File: config.mk
export PLATFORM = sky130hd
export DESIGN_NAME = wb_ctrl_pipe
export DESIGN_NICKNAME = d
export VERILOG_FILES = /design/src/rtl/wb_ctrl_pipe.sv
export SDC_FILE = /design/constraint.sdc
export NUM_CORES = 1
export LEC_CHECK = 0
export CORE_AREA = 2 2 162 164
export DETAILED_ROUTE_END_ITERATION = 8
export DIE_AREA = 0 0 164 166
export GPL_ROUTABILITY_DRIVEN = 1
export PLACE_DENSITY = 0.7
export SYNTH_ARGS = -nofsm -noshare
export SYNTH_HDL_FRONTEND = slang
export SYNTH_SLANG_ARGS = --single-unit
File: constraint.sdc
create_clock -name clk -period 2.4 [get_ports clk]
set_clock_uncertainty 0.05 [all_clocks]
set_input_delay 0.48 -clock clk [delete_from_list [all_inputs] [get_ports clk]]
set_output_delay 0.48 -clock clk [all_outputs]
set_load 0.05 [all_outputs]
File: src/rtl/wb_ctrl_pipe.sv
// Writeback-stage controller: M->W pipeline register, register-file write decode
// with load extension, and a short history of retired writes for decode forwarding.
module wb_ctrl_pipe #(
  parameter int DATA_W     = 32,
  parameter int HIST_DEPTH = 2
) (
  input  logic              clk,
  input  logic              rst_n,
  input  logic              in_valid,
  input  logic [31:0]       ins_M,
  input  logic [DATA_W-1:0] alu_res_M,
  input  logic [31:0]       mem_rdata_M,
  input  logic [1:0]        addr_lo_M,
  input  logic [DATA_W-1:0] pc8_M,
  input  logic [DATA_W-1:0] hi_M,
  input  logic [DATA_W-1:0] lo_M,
  input  logic              stall,
  input  logic              flush,
  output logic              valid_W,
  output logic [31:0]       ins_W,
  output logic              wb_we,
  output logic [4:0]        wb_addr,
  output logic [DATA_W-1:0] wb_data,
  input  logic [4:0]        fwd_rs_addr,
  input  logic [4:0]        fwd_rt_addr,
  output logic              fwd_rs_hit,
  output logic [DATA_W-1:0] fwd_rs_data,
  output logic              fwd_rt_hit,
  output logic [DATA_W-1:0] fwd_rt_data
);

  logic [5:0]        op_m;
  logic [5:0]        fn_m;
  logic              dec_wr;
  logic [4:0]        dec_dst;
  logic              is_load;
  logic              is_link;
  logic              is_mfhi;
  logic              is_mflo;
  logic [7:0]        ld_byte;
  logic [15:0]       ld_half;
  logic [31:0]       ld_word;
  logic              next_we;
  logic [DATA_W-1:0] next_data;
  logic              retire;

  logic              hist_v [HIST_DEPTH];
  logic [4:0]        hist_a [HIST_DEPTH];
  logic [DATA_W-1:0] hist_d [HIST_DEPTH];

  logic [DATA_W:0]   rs_res;
  logic [DATA_W:0]   rt_res;

  assign op_m = ins_M[31:26];
  assign fn_m = ins_M[5:0];

  always_comb begin
    dec_wr  = 1'b0;
    dec_dst = ins_M[20:16];
    is_load = 1'b0;
    is_link = 1'b0;
    is_mfhi = 1'b0;
    is_mflo = 1'b0;
    case (op_m)
      6'h00: begin
        dec_dst = ins_M[15:11];
        case (fn_m)
          6'h20, 6'h21, 6'h22, 6'h23, 6'h24, 6'h25, 6'h26, 6'h27,
          6'h2a, 6'h2b, 6'h02, 6'h03, 6'h04, 6'h06, 6'h07: dec_wr = 1'b1;
          // funct 0 is sll, but the all-zero word is the canonical nop
          6'h00: dec_wr = |ins_M;
          6'h09: begin dec_wr = 1'b1; is_link = 1'b1; end
          6'h10: begin dec_wr = 1'b1; is_mfhi = 1'b1; end
          6'h12: begin dec_wr = 1'b1; is_mflo = 1'b1; end
          default: dec_wr = 1'b0;
        endcase
      end
      6'h03: begin dec_wr = 1'b1; dec_dst = 5'd31; is_link = 1'b1; end
      6'h08, 6'h09, 6'h0a, 6'h0b, 6'h0c, 6'h0d, 6'h0e, 6'h0f: dec_wr = 1'b1;
      6'h20, 6'h21, 6'h23, 6'h24, 6'h25: begin dec_wr = 1'b1; is_load = 1'b1; end
      default: dec_wr = 1'b0;
    endcase
  end

  assign ld_byte = mem_rdata_M[{addr_lo_M, 3'b000} +: 8];
  assign ld_half = addr_lo_M[1] ? mem_rdata_M[31:16] : mem_rdata_M[15:0];

  always_comb begin
    ld_word = mem_rdata_M;
    case (op_m)
      6'h20:   ld_word = {{24{ld_byte[7]}}, ld_byte};
      6'h24:   ld_word = {24'd0, ld_byte};
      6'h21:   ld_word = {{16{ld_half[15]}}, ld_half};
      6'h25:   ld_word = {16'd0, ld_half};
      default: ld_word = mem_rdata_M;
    endcase
  end

  always_comb begin
    next_data = alu_res_M;
    if (is_load)      next_data = DATA_W'(ld_word);
    else if (is_link) next_data = pc8_M;
    else if (is_mfhi) next_data = hi_M;
    else if (is_mflo) next_data = lo_M;
  end

  assign next_we = in_valid & dec_wr & (dec_dst != 5'd0);

  // wb_addr/wb_data read as zero whenever no write is pending
  always_ff @(posedge clk or negedge rst_n) begin
    if (!rst_n) begin
      valid_W <= 1'b0;
      ins_W   <= '0;
      wb_we   <= 1'b0;
      wb_addr <= '0;
      wb_data <= '0;
    end else if (flush) begin
      valid_W <= 1'b0;
      ins_W   <= '0;
      wb_we   <= 1'b0;
      wb_addr <= '0;
      wb_data <= '0;
    end else if (!stall) begin
      valid_W <= in_valid;
      ins_W   <= in_valid ? ins_M : 32'd0;
      wb_we   <= next_we;
      wb_addr <= next_we ? dec_dst : 5'd0;
      wb_data <= next_we ? next_data : '0;
    end
  end

  // W leaves the stage on any edge that is not a pure stall
  assign retire = (flush | ~stall) & wb_we;

  always_ff @(posedge clk or negedge rst_n) begin
    if (!rst_n) begin
      for (int i = 0; i < HIST_DEPTH; i++) begin
        hist_v[i] <= 1'b0;
        hist_a[i] <= '0;
        hist_d[i] <= '0;
      end
    end else if (retire) begin
      for (int i = HIST_DEPTH - 1; i > 0; i--) begin
        hist_v[i] <= hist_v[i-1];
        hist_a[i] <= hist_a[i-1];
        hist_d[i] <= hist_d[i-1];
      end
      hist_v[0] <= 1'b1;
      hist_a[0] <= wb_addr;
      hist_d[0] <= wb_data;
    end
  end

  // Scan oldest to newest so the newest match overwrites; W has final say
  always_comb begin
    rs_res = '0;
    rt_res = '0;
    for (int i = HIST_DEPTH - 1; i >= 0; i--) begin
      if (hist_v[i] && hist_a[i] == fwd_rs_addr) rs_res = {1'b1, hist_d[i]};
      if (hist_v[i] && hist_a[i] == fwd_rt_addr) rt_res = {1'b1, hist_d[i]};
    end
    if (wb_we && wb_addr == fwd_rs_addr) rs_res = {1'b1, wb_data};
    if (wb_we && wb_addr == fwd_rt_addr) rt_res = {1'b1, wb_data};
    if (fwd_rs_addr == 5'd0) rs_res = '0;
    if (fwd_rt_addr == 5'd0) rt_res = '0;
  end

  assign fwd_rs_hit  = rs_res[DATA_W];
  assign fwd_rs_data = rs_res[DATA_W-1:0];
  assign fwd_rt_hit  = rt_res[DATA_W];
  assign fwd_rt_data = rt_res[DATA_W-1:0];

endmodule
==> results of run 1 <==
stage by stage:
stage,std cells,worst slack [ns],hold slack (ns)
floorplan,939,-0.205,0.134
global placement,1727,-0.800,0.400
detailed placement,1727,-0.906,0.403
CTS,1783,-0.738,0.442
global route,1777,-0.794,0.362
finish,1778,-0.730,0.372
worst reg2reg max path: cells and delay by family (launching register included):
| family | cells | cell delay (ns) |
|---|---|---|
| buf+inv | 1 | 0.22 |
| flops | 1 | 0.52 |
| mux | 1 | 0.35 |
| simple gates | 1 | 0.27 |
final timing paths:
path / depth (start not counted) / startpoint / end
max in group asynchronous: 3 / rst_n / wb_addr[2]
worst max register to register: 3 / wb_we / hist_a[5]
worst max-delay path: 8 / hist_a[6] / fwd_rt_data[20]
min in group asynchronous: 2 / rst_n / hist_d[45]
worst min-delay path: 2 / ins_M[29] / ins_W[29]
worst min register to register: 1 / valid_W / valid_W
synthesized netlist by cell type, types with 3 or more instances:
cell | count | area (um2)
buf_1 | 3 | 11.3
o41ai_2 | 4 | 65.1
a22oi_1 | 9 | 67.6
a22o_1 | 32 | 280
dfrtp_1 | 147 | 3680
clkbuf_1 | 54 | 203
a21oi_1 | 19 | 95.1
mux2_2 | 76 | 856
o211a_1 | 8 | 80.1
nor3_1 | 4 | 20.0
nor2_1 | 93 | 349
nor4_1 | 8 | 50.1
nand2_1 | 85 | 319
a211oi_1 | 73 | 548
nand3_1 | 9 | 45.0
buf_6 | 4 | 45.0
o21ai_0 | 31 | 155
o41ai_1 | 3 | 26.3
a221oi_1 | 37 | 324
xor2_1 | 24 | 210
o21a_1 | 9 | 67.6
or4_1 | 3 | 22.5
buf_2 | 22 | 110
o22ai_1 | 15 | 93.8
inv_1 | 5 | 18.8
xnor2_1 | 6 | 52.6
mux2i_1 | 74 | 741
nand2b_1 | 5 | 31.3
o31ai_1 | 18 | 135
o221a_2 | 22 | 248
nor2b_1 | 4 | 25.0
logic make-up (layout without fill, tap and decap cells):
family | after synthesis | in the layout
AO/OA/AOI/OAI | 293 | 293
XOR/XNOR | 30 | 30
other | 0 | 3
AND/OR/NAND/NOR | 228 | 228
buffers and inverters | 90 | 591
flip-flops | 147 | 147
multiplexers | 151 | 151
layout make-up:
| type | count | area, um2 | area share (%) |
|---|---|---|---|
| repair buffers | 553 | 6410 | 36.2 |
| multi-input cells | 702 | 6610 | 37.3 |
| well taps | 335 | 419 | 2.36 |
| diodes | 3 | 7.51 | 0.0423 |
| inverters | 6 | 25.0 | 0.141 |
| clock inverters | 14 | 149 | 0.840 |
| flip-flops and latches | 147 | 3680 | 20.8 |
| clock buffers | 18 | 429 | 2.42 |
sequential cells by signal, indices dropped and copies added (netlist names):
register	cells
hist_d	64
hist_v	2
wb_addr	5
wb_data	32
hist_a	10
wb_we	1
ins_W	32
valid_W	1
routing by layer:
layer  wire length, um  vias up
met3              2740       58
met4              1040        0
met1             16600     5029
met2             21800      421
li1                  -     4535
met5                 0        -
timing repair:
item / in CTS / in global routing
resized for setup: 82 / 73
hold endpoints to repair: 42 / 0
cloned: 12 / 2
buffers inserted: 13 / 4
endpoints found under the setup margin: 89 / 97
hold buffers: 1 / 0
pin swaps: 30 / 34
report_power, final:
group / total, mW / internal, mW / switching, mW
Sequential: 2.65 / 2.56 / 0.0906
Combinational: 1.48 / 0.780 / 0.705
Clock: 2.66 / 1.47 / 1.19
Total: 6.79 / 4.80 / 1.99
==> flow_summary.ini, run 1 <==
[logic_synthesis]
synth_ff_type = dfrtp_1
seq_area_frac_synth_pct = 39.6
yosysUniqueCellTypes = 59
synth-edff-count = 0
syn_nets = 1148
syn_inst = 939
synth-xor-area-share_pct = 2.83
synth.avg_cell_area_um2 = 9.89
synthSimpleGateAreaFrac_pct = 10.9
async_reset_ff_share_pct = 100
yosys.area_share.adder_pct = 0
synth_compound_area_share_pct = 24.9
ys_ff_latch = 147
yosys_warnings = 0
synth_top_family_by_area = compound AO/OA/AOI/OAI gates
synthMuxAreaShare_pct = 17.4
synth_area_mm2 = 0.00929

[setup_path]
slowest_stage = dfrtp_1
critPathBufInv = 3
crit_path_cell_trace = xor2_1 -> nor4_2 -> and3_4 -> buf_6 -> o22ai_4 -> clkbuf_16 -> a211oi_4 -> buf_12
crit_fanout = 7
max_stage_delay_ns = 0.42
rrSetupSlack_ns = 0.88
cp.arrival_ns = 2.60
path_class = reg2out
cpLargestDelayFamily = simple AND/OR/NAND/NOR gates
cp-end-kind = output port
startpoint_type = flip-flop
cp.required_ns = 1.87

[final_layout]
final_common_cell = clkdlybuf4s50_1
fin_area_mm2 = 0.0177
drive_above_1_share_pct = 40.2
nFillCells = 1908
area_growth_pct = 90.9
post-route-util_pct = 69.2
layout_common_cells = clkdlybuf4s50_1, buf_4, dfrtp_1
fin_nets = 1636

[floorplan]
fp.dieH_um = 166
core_area_mm2 = 0.0256
placementRows = 59
dieArea_mm2 = 0.0272
die-width_um = 164
io_pins = 346
start_util_pct = 36.3

[placement]
gp_congestion = 0.944
port_buffers = 345
hpwl_um = 31200
place_area_mm2 = 0.0162

[cts]
clkLatencyLatePin_ns = 0.42
clk_pin_slew_ns = 0.07
cts_max_level = 4
tritoncts = built
cts_buffers = 17
cts_buffer_depth = 2
clockRootBuffer = clkbuf_16
clock-sinks = 147

[grt]
grt-ovfl-total = 0
antenna_found_initial = 2
met3_usage_pct = 5.84
met1_usage_pct = 38.1
top_usage_layer = met2
grt_pass1_vias = 10300
grt_usage_pct = 30.2
grt_max_degree = 56
grt_pass1_wl_um = 61900
met2_usage_pct = 52.5

[detailed_routing]
dr.pass1.iters = 5
vias = 10000
drt_iter0_drc = 574
drc = 0
ant_nets = 0
totalWireLength_um = 42200
routedWlPerCell_um = 23.7
routed_via_density = 5.65

[timing]
finalSetupViolCount = 66
fin_crit_ns = 3.13
relSlewSlack_pct = 58.2
setup-tns-final_ns = -40.19
max_freq_mhz = 319
tightest_slew_ns = 0.625
fin_crit_sh_pct = 130
rsz0062_at_grt = true
setup_ws_ns = -0.730
timing.final.max_slew_violations = 0
hold_violations = 0

[power_and_ir_drop]
power_mw = 6.79
max-vdd-ir-drop_mv = 0.423
p_leak_nw = 7.31
powerDensity_mw_per_mm2 = 383

[status]
violations = negative setup slack
status = finished, violations left

[flow_run]
drv_cap = 0

[min_path]
hold_path.class = in2reg
Note: power is estimated with default switching activity, not from simulation.
==> run 2: changes to the inputs <==
==> constraint.sdc (replaced) <==
create_clock -name clk -period 3.7 [get_ports clk]
set_clock_uncertainty 0.05 [all_clocks]
set_input_delay 0.74 -clock clk [delete_from_list [all_inputs] [get_ports clk]]
set_output_delay 0.74 -clock clk [all_outputs]
set_load 0.05 [all_outputs]
==> run 2 against run 1 <==
The run now ends clean. Via count is 7.8% lower. First-iteration DRC count shrank 15%. Utilization decreased by 10 points. Setup slack improved by 0.89 ns. Power shrank 38%. Combinational power shrank 48%. Final cell count decreased by 7.4%. Die area unchanged. Largest power group unchanged.
==> flow_summary.ini, run 2 (same netlist as run 1, synthesis figures left out) <==
[flow_run]
drv_cap = 0

[grt]
grt_usage_pct = 27.0
antenna_found_initial = 2
grt_pass1_vias = 9644
grt-ovfl-total = 0
grt_max_degree = 87
grt_pass1_wl_um = 56500

[setup_path]
rr_worst_depth = 3
crit_path_cell_trace = dlygate4sd2_1 -> xor2_1 -> nor4_1 -> and3_2 -> buf_12 -> buf_4 -> mux2i_1 -> a211oi_1 -> buf_4 -> buf_12
cp.required_ns = 2.91
startpoint_type = primary input
cp.arrival_ns = 2.75
path_depth = 10
max_stage_delay_ns = 0.31
reg2reg_to = hist_d[40]
rrSetupSlack_ns = 1.91
critPathBufInv = 5
worstSetupStartpoint = fwd_rs_addr[1]
reg2reg_from = wb_we
worstSetupEndpoint = fwd_rs_data[30]
cpLargestDelayFamily = buffers and inverters
path_class = in2out
slowest_stage = nor4_1
crit_fanout = 16
cp-end-kind = output port

[final_layout]
final_common_cell = clkdlybuf4s50_1
layout_common_cells = clkdlybuf4s50_1, dfrtp_1, nor2_1
nFillCells = 2172
largest_reg_flops = 64
fin_nets = 1505
top_regs = hist_d (64), ins_W (32), wb_data (32)
largest-register = hist_d
area_growth_pct = 62.6
drive_above_1_share_pct = 26.7
post-route-util_pct = 59.0

[power_and_ir_drop]
p_comb_share_pct = 18.2
powerDensity_mw_per_mm2 = 280
p_sw_mw = 1.22
pwr-share-clk_pct = 41.3
power_mw = 4.24
intPower_mw = 3.02
max-vdd-ir-drop_mv = 0.227
p_seq_share_pct = 40.5
swShare_pct = 28.7
p_leak_nw = 6.36

[timing]
fin_hold_ws_ns = 0.324
hold_violations = 0
tightest_slew_ns = 1.07
relSlewSlack_pct = 29.0
max_freq_mhz = 283
fin_crit_sh_pct = 95.6
finalSetupViolCount = 0
rsz0062_at_grt = false
setup_ws_ns = 0.163
timing.final.max_slew_violations = 0
fin_crit_ns = 3.54

[cts]
cts_buffers = 17
postCtsHoldBufs = 0
clockRootBuffer = clkbuf_16
tritoncts = built
cts_buffer_depth = 2
clkLatencyLatePin_ns = 0.42
clock-sinks = 147
clk_pin_slew_ns = 0.07
cts_max_level = 4

[placement]
hpwl_um = 28200
port_buffers = 345
gp_congestion = 0.927
pre_cts_ws_ns = -0.0876

[detailed_routing]
ant_nets = 0
vias = 9262
routed_via_density = 5.63
routedWlPerCell_um = 22.1
drc = 0
dr.pass1.iters = 6
totalWireLength_um = 36300
drt_iter0_drc = 486

[floorplan]
fp.dieH_um = 166
start_util_pct = 36.3
io_pins = 346
placementRows = 59
die-width_um = 164
core_area_mm2 = 0.0256
dieArea_mm2 = 0.0272

[status]
status = finished, final reports clean

[min_path]
hold_path.class = in2async
run 2: cell types whose count changed in the layout (fill, tap and decap cells not counted), moves of 18 or more:
cell and change:
buf_12 -23, a211oi_1 +19, a211oi_2 +45, buf_4 -84, a211oi_4 -64, mux2i_4 -18, mux2i_1 +46, mux2i_2 -28
run 2: cell type report:
type                       instances  area, um2  area share, %
timing repair buffer             422       4860           32.2
tap                              335        419           2.78
sequential                       147       3680           24.4
clock buffer                      18        429           2.84
antenna                            2       5.00         0.0331
multi-input combinational        702       5530           36.6
inverter                           6       22.5          0.149
clock inverter                    14        164           1.09
run 2: what timing repair did:
| action | in CTS | in global routing |
|---|---|---|
| setup buffers | 0 | 0 |
| endpoints found under the hold margin | 0 | 0 |
| setup endpoints to repair | 43 | 63 |
| pin swaps | 5 | 1 |
| resized for setup | 8 | 9 |
run 2: worst reg2reg max path, delay by kind of cell, from the launching register on:
family	cells	cell delay, ns
multiplexers	1	0.37
AND/OR/NAND/NOR	1	0.47
buffers and inverters	1	0.30
flip-flops	1	0.49
run 2: worst min path at each step:
stage                        from    endpoint  slack (ns)  cells past startpoint
after floorplan             rst_n   hist_a[0]        0.39                      0
after global routing        rst_n  hist_d[10]        0.37                      1
final                       rst_n  hist_d[10]        0.32                      1
after CTS                   rst_n  hist_d[10]        0.36                      1
after detailed placement  valid_W     valid_W        0.42                      1
after global placement    valid_W     valid_W        0.41                      1
run 2: through the flow:
step                      area, um2  cells  TNS (ns)
after floorplan                9490    939     -2.07
after global placement        14500   1612     -1.22
after detailed placement      14500   1612     -1.32
after CTS                     15100   1644         0
after global routing          15100   1646         0
final                         15100   1646         0
run 2: power by group through the flow:
stage,logic (mW),clock network (mW),registers (mW)
final,0.772,1.75,1.71
after global routing,0.822,1.85,1.72
after CTS,0.772,1.79,1.71
after detailed placement,0.771,0,1.74
after global placement,0.764,0,1.74
after floorplan,0.252,0,1.80
run 2: routing by layer:
metal	up-vias	wire [um]	global-route usage, %
met1	4519	15100	34.7
met4	0	946	8.62
met3	64	2380	6.32
li1	4307	-	-
met5	-	0	0
met2	372	17900	44.9
